File: src/rtl/rom_arbiter_if.sv
// Bundle of both requester ports and the ROM-side address/data pair.
// The arbiter connects through the slave modport; the requesters and ROM model connect through master.
interface rom_arbiter_if #(
    parameter int BITS         = 16,
    parameter int ADDRESS_BITS = 8
);
    logic                    a_req;
    logic [ADDRESS_BITS-1:0] a_addr;
    logic                    a_gnt;
    logic                    a_valid;
    logic [BITS-1:0]         a_data;

    logic                    b_req;
    logic [ADDRESS_BITS-1:0] b_addr;
    logic                    b_gnt;
    logic                    b_valid;
    logic [BITS-1:0]         b_data;

    logic [ADDRESS_BITS-1:0] rom_address;
    logic [BITS-1:0]         rom_data;

    modport slave (
        input  a_req, a_addr, b_req, b_addr, rom_data,
        output a_gnt, a_valid, a_data, b_gnt, b_valid, b_data, rom_address
    );

    modport master (
        output a_req, a_addr, b_req, b_addr, rom_data,
        input  a_gnt, a_valid, a_data, b_gnt, b_valid, b_data, rom_address
    );
endinterface

File: src/rtl/rom_arbiter.sv
// Two-port arbiter in front of a single-port ROM with a 1-cycle registered read.
// Grants are combinational; the owner tag follows the read by one cycle to steer VALID.
module rom_arbiter #(
    parameter int BITS          = 16,
    parameter int ADDRESS_BITS  = 8,
    parameter int PRIORITY_MODE = 0,
    parameter int MAX_WAIT      = 4
) (
    input logic          clk_i,
    input logic          rst_ni,
    rom_arbiter_if.slave bus
);
    typedef enum logic [1:0] {OWN_NONE, OWN_A, OWN_B} owner_e;
    typedef enum logic {WIN_A, WIN_B} winner_e;

    localparam logic [7:0] MAX_WAIT_C = 8'(MAX_WAIT);

    owner_e                  owner_q, owner_d;
    winner_e                 last_winner_q, last_winner_d;
    logic [7:0]              starve_q, starve_d;
    logic [ADDRESS_BITS-1:0] last_addr_q, last_addr_d;
    logic [ADDRESS_BITS-1:0] rom_addr;
    logic                    a_gnt, b_gnt;

    always_ff @(posedge clk_i or negedge rst_ni) begin
        if (!rst_ni) begin
            owner_q       <= OWN_NONE;
            last_winner_q <= WIN_B;
            starve_q      <= 8'd0;
            last_addr_q   <= '0;
        end else begin
            owner_q       <= owner_d;
            last_winner_q <= last_winner_d;
            starve_q      <= starve_d;
            last_addr_q   <= last_addr_d;
        end
    end

    always_comb begin
        a_gnt         = 1'b0;
        b_gnt         = 1'b0;
        rom_addr      = last_addr_q;
        owner_d       = OWN_NONE;
        last_winner_d = last_winner_q;
        starve_d      = starve_q;
        last_addr_d   = last_addr_q;

        // Gating with rst_ni keeps grants low for the whole reset window, not just after an edge.
        if (rst_ni) begin
            if (bus.a_req && bus.b_req) begin
                if (PRIORITY_MODE == 0) begin
                    if (last_winner_q == WIN_B) a_gnt = 1'b1;
                    else                        b_gnt = 1'b1;
                end else begin
                    if (starve_q == MAX_WAIT_C) b_gnt = 1'b1;
                    else                        a_gnt = 1'b1;
                end
            end else begin
                a_gnt = bus.a_req;
                b_gnt = bus.b_req;
            end
        end

        if (a_gnt) begin
            rom_addr      = bus.a_addr;
            owner_d       = OWN_A;
            last_winner_d = WIN_A;
            last_addr_d   = bus.a_addr;
        end else if (b_gnt) begin
            rom_addr      = bus.b_addr;
            owner_d       = OWN_B;
            last_winner_d = WIN_B;
            last_addr_d   = bus.b_addr;
        end

        if (!bus.b_req || b_gnt)        starve_d = 8'd0;
        else if (starve_q != MAX_WAIT_C) starve_d = starve_q + 8'd1;
    end

    assign bus.a_gnt       = a_gnt;
    assign bus.b_gnt       = b_gnt;
    assign bus.rom_address = rom_addr;
    assign bus.a_valid     = (owner_q == OWN_A);
    assign bus.b_valid     = (owner_q == OWN_B);
    assign bus.a_data      = bus.rom_data[BITS-1:0];
    assign bus.b_data      = bus.rom_data[BITS-1:0];
endmodule

File: src/flat_wrapper.sv
// flat-port wrapper written by rule: the top's interface ports become plain ports
module rom_arbiter_flat 
#(
    parameter int BITS          = 16,
    parameter int ADDRESS_BITS  = 8,
    parameter int PRIORITY_MODE = 0,
    parameter int MAX_WAIT      = 4
)
  (clk_i, rst_ni, bus_a_req, bus_a_addr, bus_b_req, bus_b_addr, bus_rom_data, bus_a_gnt, bus_a_valid, bus_a_data, bus_b_gnt, bus_b_valid, bus_b_data, bus_rom_address);
  rom_arbiter_if #(.BITS(BITS), .ADDRESS_BITS(ADDRESS_BITS)) bus_i ();
  input logic clk_i;
  input logic rst_ni;
  input wire logic [$bits(bus_i.a_req)-1:0] bus_a_req;
  input wire logic [$bits(bus_i.a_addr)-1:0] bus_a_addr;
  input wire logic [$bits(bus_i.b_req)-1:0] bus_b_req;
  input wire logic [$bits(bus_i.b_addr)-1:0] bus_b_addr;
  input wire logic [$bits(bus_i.rom_data)-1:0] bus_rom_data;
  output wire logic [$bits(bus_i.a_gnt)-1:0] bus_a_gnt;
  output wire logic [$bits(bus_i.a_valid)-1:0] bus_a_valid;
  output wire logic [$bits(bus_i.a_data)-1:0] bus_a_data;
  output wire logic [$bits(bus_i.b_gnt)-1:0] bus_b_gnt;
  output wire logic [$bits(bus_i.b_valid)-1:0] bus_b_valid;
  output wire logic [$bits(bus_i.b_data)-1:0] bus_b_data;
  output wire logic [$bits(bus_i.rom_address)-1:0] bus_rom_address;
  assign bus_i.a_req = bus_a_req;
  assign bus_i.a_addr = bus_a_addr;
  assign bus_i.b_req = bus_b_req;
  assign bus_i.b_addr = bus_b_addr;
  assign bus_i.rom_data = bus_rom_data;
  assign bus_a_gnt = bus_i.a_gnt;
  assign bus_a_valid = bus_i.a_valid;
  assign bus_a_data = bus_i.a_data;
  assign bus_b_gnt = bus_i.b_gnt;
  assign bus_b_valid = bus_i.b_valid;
  assign bus_b_data = bus_i.b_data;
  assign bus_rom_address = bus_i.rom_address;
  rom_arbiter #(.BITS(BITS), .ADDRESS_BITS(ADDRESS_BITS), .PRIORITY_MODE(PRIORITY_MODE), .MAX_WAIT(MAX_WAIT)) u_core (.clk_i(clk_i), .rst_ni(rst_ni), .bus(bus_i));
endmodule
File: config.mk
export PLATFORM = sky130hd
export DESIGN_NAME = rom_arbiter_flat
export DESIGN_NICKNAME = d
export VERILOG_FILES = /design/src/rtl/rom_arbiter_if.sv /design/src/rtl/rom_arbiter.sv /design/src/flat_wrapper.sv
export SDC_FILE = /design/constraint.sdc
export NUM_CORES = 1
export LEC_CHECK = 0
export ABC_AREA = 1
export CAP_MARGIN = 10
export CORE_UTILIZATION = 26
export DETAILED_ROUTE_END_ITERATION = 10
export PLACE_DENSITY_LB_ADDON = 0.3
export SLEW_MARGIN = 20
export SYNTH_ARGS = -nofsm -noshare
export SYNTH_HDL_FRONTEND = slang
export SYNTH_SLANG_ARGS = --single-unit
File: constraint.sdc
create_clock -name clk_i -period 1 [get_ports clk_i]
set_input_delay 0.2 -clock clk_i [delete_from_list [all_inputs] [get_ports clk_i]]
set_output_delay 0.2 -clock clk_i [all_outputs]
set_load 0.01 [all_outputs]
Word-level counts from Yosys, hierarchy flattened
Index checks and enable logic that the tools add are counted.
{"block": "classes", "n_eq_ne": 2, "muxes": 12, "n_reduce_logical": 2}
{"op": "8-bit two-way mux", "n": 2}
{"op": "1-bit two-way mux", "n": 8}
{"op": "2-bit two-way mux", "n": 2}
{"op": "2-bit by 1-bit equality test with 1-bit output, second input constant", "n": 1}
{"op": "2-bit equality test, second input constant", "n": 1}
{"op": "2-bit nonzero test", "n": 1}
{"op": "1-bit logical AND", "n": 1}
{"block": "word_totals", "ff_bits": 11, "output_inout_bits": 44, "elab_cells": 19}

Depth between registers and ports, before layout
{"block": "depth", "ltp_word": 5, "depth_mapped": 4}

Worst setup path before layout
Ideal clock, no wire load.
{"block": "synth_timing", "kind": "reg-to-output", "start": "register u_core.last_winner_q", "end": "output bus_rom_address[0]", "arrival_time_ps": 887, "required_time_ps": 800, "setup_slack_ps": -87, "stages_incl_launch_ff": 5, "path_buffers": 0, "path_cell_list": "dfstp_2 > inv_1 > nand2_2 > nand3_1 > nand3_1"}
{"block": "synth_via", "elab_chain_cells": 5, "elab_cells_between_ends": 8}
{"element": "from (decl)", "line": "rom_arbiter.sv:19", "rtl": "winner_e last_winner_q, last_winner_d;"}
{"element": "from (signal assigned)", "line": "rom_arbiter.sv:33", "rtl": "last_winner_q <= last_winner_d;"}
{"element": "1-bit two-way mux", "line": "rom_arbiter.sv:52", "rtl": "if (last_winner_q == WIN_B) a_gnt = 1'b1;"}
{"element": "1-bit two-way mux", "line": "rom_arbiter.sv:50", "rtl": "if (bus.a_req && bus.b_req) begin"}
{"element": "1-bit two-way mux", "line": "rom_arbiter.sv:49", "rtl": "if (rst_ni) begin"}
{"element": "8-bit two-way mux", "line": "rom_arbiter.sv:69", "rtl": "end else if (b_gnt) begin"}
{"element": "8-bit two-way mux *", "line": "rom_arbiter.sv:64", "rtl": "if (a_gnt) begin"}
{"element": "to (decl)", "line": "flat_wrapper.sv:24", "rtl": "output wire logic [$bits(bus_i.rom_address)-1:0] bus_rom_address;"}
Every way passes the cells marked *; elsewhere a longest branch is shown, timed or not.

Final worst setup path
{"block": "layout_timing", "start": "register u_core.last_winner_q", "end": "output bus_rom_address[6]"}
Same word-level chain as after synthesis.

==> results by group <==
Timing
  • Fin. Hold Viols: 0
  • Worst-Margin Slew: 0.243 ns
  • RSZ-0062 raised after global routing: true
  • Fmax: 656 MHz
  • Period minus WS final: 1.52 ns
  • Final setup vio count: 20
  • Clk_skew: 0.00387 ns
  • Max_slew headroom: 83.8%
  • Tcrit/Tclk final: 152%
  • Total Neg Setup Slack: -6.04 ns
  • Final Slew Violations: 0
  • Worst setup margin: -0.524 ns

Min path
  • Hold WC Path Type: input port to async pin

Global route
  • Largest net degree at the start of global routing: 10
  • Vias in the first global route: 693
  • First-pass GRT wire length: 3.11 mm
  • Initial antenna violation count: 0
  • GRT overflow: 0
  • Gr usage total: 12.6%

Logic synthesis
  • Synthesized Nets: 129
  • Post-synthesis cell type count: 13
  • Top post-synthesis cells by area: dfrtp_1 (32%), buf_4 (31%), nand3_1 (21%), dfstp_2 (3.4%), nand2_2 (3.2%)
  • Yosys warns: 0
  • Mapped cell area: 777 µm²
  • Synth Area in Simple Gates: 27.4%
  • Share of the synthesized area in the top cell type: 32.2%
  • Flops & latches, synth: 11
  • Adder-cell share of the synthesized area: 0%
  • Seq/Total Area, Yosys: 35.6%
  • Multiplexer share of the synthesized area: 0%
  • Largest family of logic cells by synthesized area: buffers and inverters
  • Synth Area in Compound Gates: 0.644%
  • XOR/XNOR share of the synthesized area: 0%
  • Post-Syn Instances: 93
  • Syn Area/Cell: 8.35 µm²
  • Dominant cell type by area after synthesis: dfrtp_1

Drt
  • TritonRoute pass-1 iters: 7
  • Antenna viol nets, final: 0
  • Final wirelength: 1.88 mm
  • Starting DRT DRC Count: 19
  • Via/cell ratio: 4.57
  • # DRC: 16
  • Via Count: 653
  • Mean routed wirelength per cell: 13.1 µm

CTS
  • CTS tree: built
  • Sink Count: 11
  • Clock slew at reported path FFs: 0.07 ns
  • CTS root buffer: clkbuf_4
  • CTS Buf Count: 3
  • Maximum buffer depth of the clock tree: 2
  • H-Tree Level Count: 1
  • Worst-Skew Late Latency: 0.27 ns

Critical path
  • CP Capture Type: output pin
  • Cells on worst reg2reg path: 7
  • CP max FO: 8
  • CP required: 0.80 ns
  • Worst flop-to-flop path endpoint: u_core.last_addr_q[3]
  • Critical Path Start Type: flop
  • Worst R2R Start: u_core.last_winner_q
  • Arr. time, crit path: 1.32 ns
  • Crit path largest cell delay: 0.58 ns
  • CP dominant cell by count: nand3_2
  • Slowest cell on crit path: dfstp_2
  • Crit path cell chain: inv_2 > nand2_8 > nand3_2 > nand3_2 > buf_6
  • Worst R2R Setup Slack: -0.48 ns
  • WS Path Type: flop to output pin

Cells and area
  • Layout cells sized above 1: 52.7%
  • Nets: 149
  • Most frequent cells in the layout: nand3_1 (17), nand3_2 (16), clkdlybuf4s50_1 (16)
  • Fin area: 0.00113 mm²
  • Commonest non-fill, non-tap cell in the layout: nand3_1
  • Syn-to-layout area delta: 45.9%
  • Antenna Cells: 0
  • Finished Core Util: 40.4%

Power
  • Pleak: 0.569 nW
  • Peak VDD IR: 0.640 mV
  • Pwr Density: 1210 mW/mm²

Placement
  • Hpwl dp: 1.34 mm
  • Placed cell area: 0.00103 mm²
  • Gpl congestion: 0.707
  • # port buffers: 31

Run status
  • Failing checks: design-rule violations, negative setup slack
  • Outcome: finished with violations

Floorplan
  • Initial Utilization: 27.7%
  • Die width: 56.7 µm
  • Die Y: 56.7 µm
  • Rows: 19
  • Ports: 80
  • Die area: 0.00321 mm²
  • Core area: 0.00281 mm²

Flow run
  • Maxcap violations: 0
[report_power, final]
part	internal [mW]	switching (mW)	total (mW)	leakage, nW
clock	0.154	0.155	0.309	0.0150
combinational	0.298	0.233	0.531	0.417
sequential	0.505	0.0232	0.528	0.137
[what timing repair did]
action	CTS	global route
hold buffers	0	0
gates resized for setup	61	6
pin swaps	8	1
gates cloned	0	0
setup endpoints to repair	22	22
setup buffers	7	0
[critical path, delay by kind of cell, from the launching register on]
| family | cells | cell delay, ns |
|---|---|---|
| and+or+nand+nor | 3 | 0.29 |
| DFF | 1 | 0.58 |
| buffers and inverters | 2 | 0.18 |
[through the flow]
stage                     setup WS [ns]  hold WS (ns)  power [mW]  instances
after floorplan                 -0.0656       -0.0956       0.847         93
after global placement            -1.02         0.400       0.981        132
after detailed placement          -1.05         0.400       0.985        132
after CTS                        -0.562         0.105        1.37        143
after global routing             -0.575         0.141        1.45        143
final                            -0.524         0.117        1.37        143
[state kept, by name, indices dropped and copies added (netlist names)]
register and cells:
u_core.last_winner_q 1, u_core.owner_q 2, u_core.last_addr_q 8
[layer usage]
layer,part of all wire (%),wire length [µm],up-vias,global-route usage (%)
met2,47,889,43,20.2
met4,0.69,13,0,6.79
met5,0,0,-,0
li1,-,-,313,-
met3,12,229,6,5.07
met1,40,745,291,14.1
[synth_stat cells, drive strengths merged]
cell / instances
clkinv: 1
dfstp: 1
buf: 33
a21oi: 1
dfrtp: 10
nand3: 33
nor2: 2
inv: 6
nand2: 6
[cells by family after synthesis]
logic type / count (synthesis)
simple gates: 41
compound gates: 1
flops: 11
buf+inv: 40
[worst max-delay path by stage]
stage / startpoint / slack (ns) / endpoint
after floorplan: u_core.last_winner_q / -0.07 / bus_rom_address[4]
after global placement: rst_ni / -1.02 / bus_rom_address[7]
after detailed placement: rst_ni / -1.05 / bus_rom_address[7]
after CTS: u_core.last_winner_q / -0.56 / bus_a_gnt
after global routing: u_core.last_winner_q / -0.57 / bus_rom_address[2]
final: u_core.last_winner_q / -0.52 / bus_rom_address[6]
[cell type report]
cell class / instances / area [µm²]
inverter: 7 / 31.3
timing repair buffer: 48 / 440
sequential: 11 / 277
clock buffer: 4 / 26.3
multi-input combinational: 42 / 320
tap: 31 / 38.8
fill: 285 / 1670
Power figures use the tool's default switching activity.
